`src/rtl/iiitb_bidicntr.sv`:
```
`default_nettype none
// ============================================================================
// Module   : iiitb_bidicntr
// Purpose  : Synchronous up/down binary counter with asynchronous active-low
//            reset. A one-cycle pulse on wrap flags every edge on which the
//            counter crossed its modulo boundary.
//
// Ports    : clk    in   1      system clock, rising-edge active
//            reset  in   1      asynchronous active-low reset
//            ctrl   in   1      direction: 0 = count up, 1 = count down
//            count  out  WIDTH  registered counter value
//            wrap   out  1      registered one-cycle boundary pulse
//
// Params   : WIDTH  counter width in bits, 2..32 (default 4)
//
// Build    : IIITB_BIDICNTR_SATURATE_EN
//              undefined - modulo 2^WIDTH wrap-around (default)
//              defined   - saturating counter; holds at all-ones / zero and
//                          pulses wrap on every edge it is held at a limit
//
// Revision : 1.0  initial release
// ============================================================================
module iiitb_bidicntr #(
    parameter int WIDTH = 4
) (
    input  logic             clk,
    input  logic             reset,
    input  logic             ctrl,
    output logic [WIDTH-1:0] count,
    output logic             wrap
);

    localparam logic [WIDTH-1:0] c_ALL_ONES = {WIDTH{1'b1}};
    localparam logic [WIDTH-1:0] c_ZERO     = {WIDTH{1'b0}};
    localparam logic [WIDTH-1:0] c_ONE      = {{(WIDTH-1){1'b0}}, 1'b1};

    logic [WIDTH-1:0] r_count;
    logic             r_wrap;

    logic             w_at_limit;
    logic [WIDTH-1:0] w_step;
    logic [WIDTH-1:0] w_next_count;

    // The limit depends on direction: all-ones is the boundary going up,
    // zero is the boundary going down.
    assign w_at_limit = ctrl ? (r_count == c_ZERO) : (r_count == c_ALL_ONES);

    // Natural width arithmetic discards the carry/borrow, giving modulo wrap.
    assign w_step = ctrl ? (r_count - c_ONE) : (r_count + c_ONE);

`ifdef IIITB_BIDICNTR_SATURATE_EN
    // Hold at the limit instead of wrapping.
    assign w_next_count = w_at_limit ? r_count : w_step;
`else
    assign w_next_count = w_step;
`endif

    always_ff @(posedge clk or negedge reset) begin
        if (!reset) begin
            r_count <= c_ZERO;
            r_wrap  <= 1'b0;
        end else begin
            r_count <= w_next_count;
            // Both modes flag the same condition: the edge met the boundary.
            r_wrap  <= w_at_limit;
        end
    end

    assign count = r_count;
    assign wrap  = r_wrap;

endmodule
`default_nettype wire

```
`config.mk`:
```
export PLATFORM = sky130hd
export DESIGN_NAME = iiitb_bidicntr
export DESIGN_NICKNAME = d
export VERILOG_FILES = /design/src/rtl/iiitb_bidicntr.sv
export SDC_FILE = /design/constraint.sdc
export NUM_CORES = 1
export LEC_CHECK = 0
export ABC_AREA = 1
export BUFFER_PORTS_ARGS = -buffer_cell sky130_fd_sc_hd__buf_2
export CORE_AREA = 2 2 39 41
export DETAILED_ROUTE_END_ITERATION = 10
export DIE_AREA = 0 0 41 43
export PLACE_DENSITY = 0.36
export SLEW_MARGIN = 20
export SYNTH_ARGS = -nofsm -noshare
export SYNTH_HDL_FRONTEND = slang
export SYNTH_SLANG_ARGS = --single-unit
export TNS_END_PERCENT = 10
```
`constraint.sdc`:
```
create_clock -name clk -period 2.8 [get_ports clk]
set_input_delay 0.42 -clock clk [delete_from_list [all_inputs] [get_ports clk]]
set_output_delay 0.42 -clock clk [all_outputs]
set_load 0.02 [all_outputs]
```
Word-level counts from Yosys, hierarchy flattened
Index checks and enable logic that the tools add are counted.
W data, S select, Z words.
{"block": "totals", "inputBits": 3, "regBits": 5, "out_inout_bits": 5}
{"block": "classes", "n_mux": 2, "n_reduce_logical": 1, "eq_ne": 1, "addsub": 2}
{"operator": "$add A4 B1 Y4 const B", "count": 1}
{"operator": "$eq A4 B4 Y1 const B", "count": 1}
{"operator": "$logic_not A4 Y1", "count": 1}
{"operator": "$mux W4", "count": 1}
{"operator": "$sub A4 B1 Y4 const B", "count": 1}
{"operator": "$mux W1", "count": 1}

Longest topological paths before layout
Gate-level depths: netlist (run 1).
{"block": "depth", "ltp_word": 2, "ltp_mapped": 6, "mapped_depth_nobuf": 6}

Worst setup path after synthesis (run 1)
OpenSTA, ideal clock, no wires.
{"block": "synth_timing", "kind": "reg-to-reg", "startpoint": "reg r_count[0] (netlist: count[0])", "endpoint": "reg r_count[2] (netlist: count[2])", "synth_period_minus_slack_ns": 1.247, "path_stages_with_launch": 4, "path_slack_ns": 1.553, "path_buffers": 0, "arrival_ns": 1.123, "path_cell_list": "dfrtp_1 > inv_1 > fa_1 > xnor2_1"}
{"block": "synth_between", "elab_chain_len": 2, "word_cells_on_any_way": 3}
{"item": "start, declared", "line_no": "37", "source": "logic [WIDTH-1:0] r_count;"}
{"item": "start signal, assigned", "line_no": "60", "source": "r_count <= c_ZERO;"}
{"item": "start signal, assigned", "line_no": "63", "source": "r_count <= w_next_count;"}
{"item": "$add A4 B1 Y4 / $sub A4 B1 Y4 (equally long branches)", "line_no": "49", "source": "assign w_step = ctrl ? (r_count - c_ONE) : (r_count + c_ONE);"}
{"item": "$mux W4 (*)", "line_no": "49"}
{"item": "net w_next_count[2]", "line_no": "42", "source": "logic [WIDTH-1:0] w_next_count;"}
Mark *: on every way through the listed nets, which the timed path passes. The rest lies on a longest branch.

Final worst setup path (run 1)
{"block": "layout_timing", "startpoint": "reg r_count[0] (netlist: count[0])", "endpoint": "out count[0]"}
{"item": "end, declared", "line_no": "29", "source": "output logic [WIDTH-1:0] count,"}
No word-level cell between the ends.

==> flow_summary_export.csv, run 1 <==
group,metric,value,unit
setup_path,cp.required,2.38,ns
synthesis,syn_nets,33,
worst_hold_path,hp-start,"ctrl",
grt,grt_pass1_wl,924,µm
clock_network,cts_root_buf,"clkbuf_4",
place,finalWeightedCongestion,0.691,
synthesis,yosysSeqAreaShare,0.465,
sta,fmax,0.802,GHz
setup_path,worstReg2RegEnd,"count[3]",
route,first_iter_violations,3,
route,dr.pass1.iters,2,
cells_and_area,finish.utilization,0.260,
setup_path,max_stage_delay,0.41,ns
cells_and_area,num_antenna_cells,0,
sta,hold_viol_final,0,
setup_path,crit_chain,"buf_2",
job,drv_cap,0,
synthesis,ys_ff_latch,5,
power_and_ir_drop,ir_drop,0.231,mV
setup_path,cpLargestDelayFamily,"flip-flops",
worst_hold_path,min_path_cells,3,
route,via_per_inst,3.85,
grt,track_usage,0.0897,
clock_network,clk_pin_slew,0.05,ns
cells_and_area,drive_gt1_frac,0.359,
power_and_ir_drop,leakage,0.197,nW
sta,timing.hold.ws,0.507,ns
floorplan,dieArea,0.00176,mm²
cells_and_area,syn2layout_area_growth,34.0,%
sta,grt_setup_unrepaired,"false",
clock_network,clk_path_buf_depth,2,
power_and_ir_drop,p_per_area,1060,mW/mm²
synthesis,synth_edf_count,0,
worst_hold_path,whs_endpoint,"wrap",
setup_path,crit_buf_inv,1,
synthesis,synth.largest_area_cell,"dfrtp_1",
clock_network,cts_resized,0,
floorplan,io_pins,8,
clock_network,cts_tree,"yes",
setup_path,r2r_start,"count[2]",
route,drc,0,
grt,grt_pass1_vias,233,
setup_path,cp-start-kind,"flip-flop",
synthesis,synth_area_per_cell,9.96,µm²
setup_path,worstSetupPathType,"reg -> out",
route,vias,212,
setup_path,ff2ff_path_depth,5,
cells_and_area,stdcell_area,360,µm²
setup_path,rrSetupSlack,1.62,ns
setup_path,cp_max_fo,4,
synthesis,ys.flop_type,"dfrtp_1",
sta,setup_ws,1.55,ns
setup_path,cp_slowest_cell,"dfrtp_1",
route,wirelength,548,µm
synthesis,synth_top_cells_by_area,"dfrtp_1 (47%), ha_1 (9.3%), fa_1 (7.4%)",
sta,fin_tns_setup,0,ns
sta,setup_viol,0,
place,portBuffers,7,
grt,antenna_found_initial,0,
floorplan,start_util,0.194,
setup_path,cp.arrival,0.83,ns
synthesis,yosysTopAreaCellShare,0.465,
worst_hold_path,holdCritPathClass,"in -> reg",
synthesis,async_reset_ff_frac,1.00,
cells_and_area,nNetsFinal,46,
grt,gr-total-overflow,0,
outcome,status,"complete, no violations",
floorplan,fp.dieH,43,µm
sta,post-route-min-period,1.25,ns
sta,max-slew-margin-rel,0.899,
synthesis,synth_common_cells,"dfrtp_1 (5), inv_1 (5), nand2_1 (5)",
clock_network,cts_setup_buffers,0,
route,ant_nets,0,
place,place_ws,1.46,ns
route,wl_per_cell,9.96,µm
synthesis,synth_cells,27,
place,hpwl,456,µm
floorplan,std_cell_rows,14,
synthesis,yosysWarnings,0,
floorplan,dieWidth,41,µm
sta,period_share,0.445,
sta,drv_slew,0,
setup_path,critPathCaptureType,"output port",
place,place_area,324,µm²
synthesis,netlist_area,269,µm²
clock_network,cts_hold_buf,1,
clock_network,clk_latency,0.24,ns
clock_network,cts_sinks,5,
sta,fin_skew,0.00575,ns
clock_network,numCtsBuffers,3,
sta,worst_pin_slew,0.151,ns
synthesis,synth_cell_type_count,13,
grt,grt_max_degree,6,
clock_network,cts_max_level,1,
floorplan,coreArea,0.00138,mm²
[state kept, by name, summed over array words and instances (netlist names)]
register,count
wrap,1
count,4
[power by group]
group	internal [mW]	leakage, nW	switching, mW
registers	0.0990	0.0583	0.0224
clock network	0.0538	0.0150	0.0293
logic	0.0707	0.123	0.105
[cells by family after synthesis]
logic type      synth area share
xor+xnor                  0.0326
compound gates            0.0558
flops                      0.465
fa+ha+maj                  0.167
buf+inv                   0.0837
simple gates               0.195
[through the flow]
stage	power (mW)	cells
CTS	0.390	55
detailed placement	0.303	50
global placement	0.294	50
finish	0.380	55
global route	0.417	55
floorplan	0.250	27
[worst max path at each step]
stage	from	end	depth (start not counted)
after floorplan	count[0]	count[2]	3
after global placement	ctrl	count[3]	6
after detailed placement	ctrl	count[3]	6
after CTS	count[0]	count[0]	1
after global routing	count[0]	count[0]	1
final	count[0]	count[0]	1
[cells in the final DEF (no fill, tap or decap)]
cell type,netlist,routed
buf_2,0,7
nand2_1,5,5
inv_1,5,5
dfrtp_1,5,5
clkbuf_4,0,3
nand3_1,2,2
ha_1,2,2
inv_2,1,1
a21oi_2,1,1
nand3_2,1,1
nand2_2,1,1
xnor2_1,1,1
nand3b_1,1,1
o22ai_1,1,1
fa_1,1,1
clkbuf_1,0,1
dlygate4sd3_1,0,1
[metal layers]
metal	vias up	GRT usage	share of wire
met2	4	0.113	0.54
met5	-	0	0
met4	0	0.120	0
li1	107	-	-
met3	0	0.0471	0.047
met1	101	0.0847	0.41
[final cells by class]
type                       count  area (µm²)
fill                         156        1020
sequential                     5         125
multi-input combinational     16         121
timing repair buffer           8        45.0
clock buffer                   4        26.3
inverter                       6        22.5
tap                           16        20.0
No activity file was read; power rests on OpenSTA's default activity.
==> run 2: changes to the inputs <==
--- a/config.mk
+++ b/config.mk
@@ -10,7 +10,7 @@
 export CORE_AREA = 2 2 39 41
 export DETAILED_ROUTE_END_ITERATION = 10
 export DIE_AREA = 0 0 41 43
-export PLACE_DENSITY = 0.36
+export PLACE_DENSITY = 0.38
 export SLEW_MARGIN = 20
 export SYNTH_ARGS = -nofsm -noshare
 export SYNTH_HDL_FRONTEND = slang
==> constraint.sdc (replaced) <==
create_clock -name clk -period 1.04 [get_ports clk]
set_input_delay 0.156 -clock clk [delete_from_list [all_inputs] [get_ports clk]]
set_output_delay 0.156 -clock clk [all_outputs]
set_load 0.02 [all_outputs]
==> run 2 against run 1 <==
Compared with the run above: the run now ends with negative setup slack left; sequential share of layout area shrank 6.9 points; cell count grew 11%; critical path depth grew 2; wire length shrank 0.91%; non-clock buffer count grew 6; largest power group unchanged; highest routed layer unchanged.
==> flow_summary_export.csv, run 2 (same netlist as run 1, synthesis figures left out) <==
group,metric,value,unit
outcome,status,"complete, but fails checks",
outcome,violations,"negative setup slack",
sta,worst_pin_slew,0.164,ns
grt,grt_pass1_wl,986,µm
power_and_ir_drop,seq_power_share,0.264,
setup_path,cp.required,1.16,ns
floorplan,coreArea,0.00138,mm²
setup_path,rrSetupSlack,-0.04,ns
power_and_ir_drop,p_per_area,2860,mW/mm²
cells_and_area,syn2layout_area_growth,70.2,%
clock_network,cts_sinks,5,
setup_path,r2r_start,"count[0]",
setup_path,cp_max_fo,3,
floorplan,start_util,0.194,
grt,track_usage,0.0907,
clock_network,clk_latency,0.24,ns
sta,max-slew-margin-rel,0.891,
route,ant_nets,0,
route,wirelength,543,µm
cells_and_area,nNetsFinal,52,
sta,fin_skew,0.00172,ns
power_and_ir_drop,total_power,1.31,mW
place,finalWeightedCongestion,0.675,
clock_network,cts_tree,"yes",
grt,grt_pass1_vias,246,
sta,post-route-min-period,1.08,ns
route,first_iter_violations,0,
floorplan,io_pins,8,
route,via_per_inst,3.85,
clock_network,clk_pin_slew,0.04,ns
route,wl_per_cell,8.90,µm
sta,fmax,0.930,GHz
floorplan,dieWidth,41,µm
setup_path,max_stage_delay,0.40,ns
place,portBuffers,7,
cells_and_area,final_cell_mix,"buf_6 (6), nand2_1 (5), buf_2 (4)",
route,drc,0,
setup_path,worstSetupPathType,"reg -> reg",
clock_network,clk_path_buf_depth,2,
sta,timing.hold.ws,0.254,ns
sta,hold_viol_final,0,
setup_path,cp.arrival,1.20,ns
clock_network,cts_root_buf,"clkbuf_4",
route,vias,235,
power_and_ir_drop,cellInternalPower,0.821,mW
setup_path,crit_chain,"inv_2 -> fa_1 -> xnor2_1",
floorplan,dieArea,0.00176,mm²
setup_path,cp_slowest_cell,"fa_1",
grt,antenna_found_initial,0,
power_and_ir_drop,clockPowerShare,0.170,
power_and_ir_drop,sw_frac_of_total,0.373,
setup_path,critPathCaptureType,"flip-flop",
setup_path,ff2ff_path_depth,3,
sta,grt_setup_unrepaired,"true",
power_and_ir_drop,ir_drop,0.681,mV
grt,gr-total-overflow,0,
sta,setup_viol,6,
worst_hold_path,holdCritPathClass,"in -> async",
clock_network,numCtsBuffers,3,
setup_path,worstReg2RegEnd,"count[2]",
sta,setup_ws,-0.0357,ns
clock_network,cts_max_level,1,
grt,grt_max_degree,6,
cells_and_area,stdcell_area,458,µm²
place,place_area,377,µm²
setup_path,cp-start-kind,"flip-flop",
route,dr.pass1.iters,1,
power_and_ir_drop,combPwrFrac,0.567,
cells_and_area,num_antenna_cells,0,
floorplan,fp.dieH,43,µm
floorplan,std_cell_rows,14,
cells_and_area,largest_reg_flops,4,
place,hpwl,460,µm
power_and_ir_drop,power_switching,0.488,mW
job,drv_cap,0,
sta,period_share,1.03,
cells_and_area,drive_gt1_frac,0.556,
sta,drv_slew,0,
place,place_ws,-0.0323,ns
power_and_ir_drop,leakage,0.234,nW
cells_and_area,layout_commonest_cell,"buf_6",
run 2: repair_timing:
action                     in CTS  in global routing
hold endpoints to repair        5                  0
hold buffers                    1                  0
setup endpoints to repair       6                  7
buffers inserted                1                  0
gates resized for setup         8                  3
run 2: critical path, delay by kind of cell, from the launching register on:
family	cells	cell delay (ns)
buf+inv	1	0.05
xor+xnor	1	0.14
fa+ha+maj	1	0.40
flops	1	0.37
run 2: per-stage QoR:
step           cells   util  setup TNS [ns]
2_1_floorplan     27      -          -0.272
3_3_place_gp      55  0.272         -0.0428
3_5_place_dp      55  0.272         -0.0737
4_1_cts           61  0.323          -0.249
5_1_grt           61  0.331          -0.449
6_report          61  0.331          -0.154
run 2: final cells by class:
cell class	count	area [µm²]
Timing Repair Buffer	14	120
Clock buffer	4	26.3
Multi-Input combinational cell	16	141
Inverter	6	22.5
Sequential cell	5	128
Fill cell	143	926
Tap cell	16	20.0
run 2: routing by layer:
layer	GRT usage	wire length, µm	up-vias
met4	0.120	0	0
met5	0	0	-
met1	0.114	237	108
met3	0	25	0
met2	0.116	280	5
li1	-	-	122
run 2: power by group through the flow:
| stage | Clock (mW) | Combinational (mW) | Sequential (mW) |
|---|---|---|---|
| after floorplan | 0 | 0.288 | 0.420 |
| after global placement | 0 | 0.601 | 0.337 |
| after detailed placement | 0 | 0.604 | 0.338 |
| after CTS | 0.232 | 0.704 | 0.341 |
| after global routing | 0.240 | 0.828 | 0.358 |
| final | 0.222 | 0.741 | 0.345 |
run 2: how the worst max path moves through the flow:
stage	start	to	slack, ns	depth (start not counted)
after detailed placement	count[2]	count[3]	-0.03	5
after global placement	count[1]	count[2]	-0.02	3
final	count[0]	count[2]	-0.04	3
after global routing	count[2]	count[3]	-0.10	5
after CTS	count[2]	count[3]	-0.05	5
after floorplan	count[0]	count[2]	-0.1	3
==> run 3: changes to the inputs <==
--- a/config.mk
+++ b/config.mk
@@ -10,7 +10,6 @@
 export CORE_AREA = 2 2 39 41
 export DETAILED_ROUTE_END_ITERATION = 10
 export DIE_AREA = 0 0 41 43
-export PLACE_DENSITY = 0.38
 export SLEW_MARGIN = 20
 export SYNTH_ARGS = -nofsm -noshare
 export SYNTH_HDL_FRONTEND = slang
==> run 3 against run 2 <==
Compared with the run above: the run still ends with negative setup slack left; cell count fell by 1.6%; maximum frequency barely moved; clock power rose by 6%; first-iteration DRC count rose by 7.
==> flow_summary_export.csv, run 3 (same netlist as run 1, synthesis figures left out) <==
group,metric,value,unit
clock_network,clk_pin_slew,0.05,ns
cells_and_area,largest_reg_flops,4,
floorplan,dieWidth,41,µm
cells_and_area,nNetsFinal,51,
grt,grt_max_degree,6,
setup_path,crit_chain,"inv_2 -> fa_1 -> inv_1",
sta,worst_pin_slew,0.129,ns
sta,setup_viol,5,
sta,setup_ws,-0.0366,ns
route,ant_nets,0,
grt,grt_pass1_vias,283,
setup_path,cp-start-kind,"flip-flop",
worst_hold_path,holdCritPathClass,"in -> async",
floorplan,fp.dieH,43,µm
power_and_ir_drop,total_power,1.19,mW
clock_network,cts_tree,"yes",
route,drc,0,
sta,post-route-min-period,1.08,ns
grt,antenna_found_initial,0,
sta,fin_tns_setup,-0.125,ns
power_and_ir_drop,ir_drop,0.739,mV
clock_network,numCtsBuffers,3,
cells_and_area,finish.utilization,0.313,
route,vias,243,
cells_and_area,final_cell_mix,"nand2_1 (5), buf_2 (5), buf_6 (4)",
floorplan,dieArea,0.00176,mm²
cells_and_area,syn2layout_area_growth,60.9,%
clock_network,clk_path_buf_depth,2,
power_and_ir_drop,leakage,0.225,nW
clock_network,cts_max_level,1,
route,wirelength,635,µm
grt,gr-total-overflow,0,
sta,grt_setup_unrepaired,"true",
job,drv_cap,0,
setup_path,critPathCaptureType,"flip-flop",
setup_path,cp_max_fo,2,
floorplan,start_util,0.194,
setup_path,max_stage_delay,0.50,ns
outcome,violations,"negative setup slack",
grt,track_usage,0.0979,
floorplan,io_pins,8,
place,hpwl,502,µm
setup_path,cp.required,1.18,ns
grt,grt_pass1_wl,1090,µm
sta,period_share,1.04,
route,dr.pass1.iters,3,
clock_network,cts_root_buf,"clkbuf_4",
sta,fin_skew,0.000842,ns
clock_network,cts_sinks,5,
sta,max-slew-margin-rel,0.913,
setup_path,cp.arrival,1.22,ns
power_and_ir_drop,p_per_area,2740,mW/mm²
route,wl_per_cell,10.6,µm
floorplan,std_cell_rows,14,
sta,hold_viol_final,0,
setup_path,cp_slowest_cell,"fa_1",
place,finalWeightedCongestion,0.753,
sta,drv_slew,0,
sta,fmax,0.929,GHz
place,portBuffers,7,
outcome,status,"complete, but fails checks",
setup_path,worstSetupPathType,"reg -> reg",
route,first_iter_violations,7,
route,via_per_inst,4.05,
cells_and_area,drive_gt1_frac,0.545,
floorplan,coreArea,0.00138,mm²
clock_network,clk_latency,0.25,ns
cells_and_area,num_antenna_cells,0,
cells_and_area,fill_cells,155,
## run 3: metal layers
metal,track usage,vias to the layer above,part of all wire
met5,0,-,0
met4,0.100,0,0.022
met3,0.0209,2,0.054
met2,0.147,8,0.53
met1,0.101,114,0.39
li1,-,119,-
## run 3: report_power, final
part	leakage (nW)	total [mW]	switching [mW]	internal (mW)
logic	0.153	0.616	0.308	0.308
clock network	0.0150	0.236	0.0903	0.146
registers	0.0570	0.335	0.0644	0.270
total	0.225	1.19	0.462	0.724
## run 3: critical path, delay by kind of cell (launching register included)
kind	cells	cell delay [ns]
adder cells (fa/ha/maj)	1	0.50
flip-flops	1	0.38
buffers and inverters	2	0.09
## run 3: through the flow
| stage | hold slack (ns) | worst slack, ns | cell area (µm²) | cells |
|---|---|---|---|---|
| 2_1_floorplan | -0.140 | -0.0963 | 284 | 27 |
| 3_3_place_gp | -0.0217 | -0.0307 | 369 | 54 |
| 3_5_place_dp | -0.0143 | -0.0427 | 369 | 54 |
| 4_1_cts | 0.251 | -0.0492 | 433 | 60 |
| 5_1_grt | 0.275 | -0.0835 | 433 | 60 |
| 6_report | 0.257 | -0.0366 | 433 | 60 |
## run 3: final cells by class
class	count	area [µm²]	share of cell area
well taps	16	20.0	0.0462
clock buffers	4	26.3	0.0607
inverters	6	22.5	0.0520
multi-input cells	16	134	0.309
repair buffers	13	103	0.237
flip-flops and latches	5	128	0.295
## run 3: final timing paths
kind	startpoint	cells after the start	endpoint	slack [ns]
worst max-delay path	count[0]	3	count[1]	-0.04
worst max register to register	count[0]	3	count[1]	-0.04
min in group clk	ctrl	3	wrap	0.26
max in group asynchronous	reset	2	count[0]	0.63
worst min-delay path	reset	2	wrap	0.26
worst min register to register	count[3]	2	wrap	0.59
## run 3: repair_timing
item                                    4_1_cts  5_1_grt
endpoints found under the setup margin        5        6
hold buffers                                  1        0
gates resized for setup                       6        1
endpoints found under the hold margin         5        0
buffers inserted                              1        0
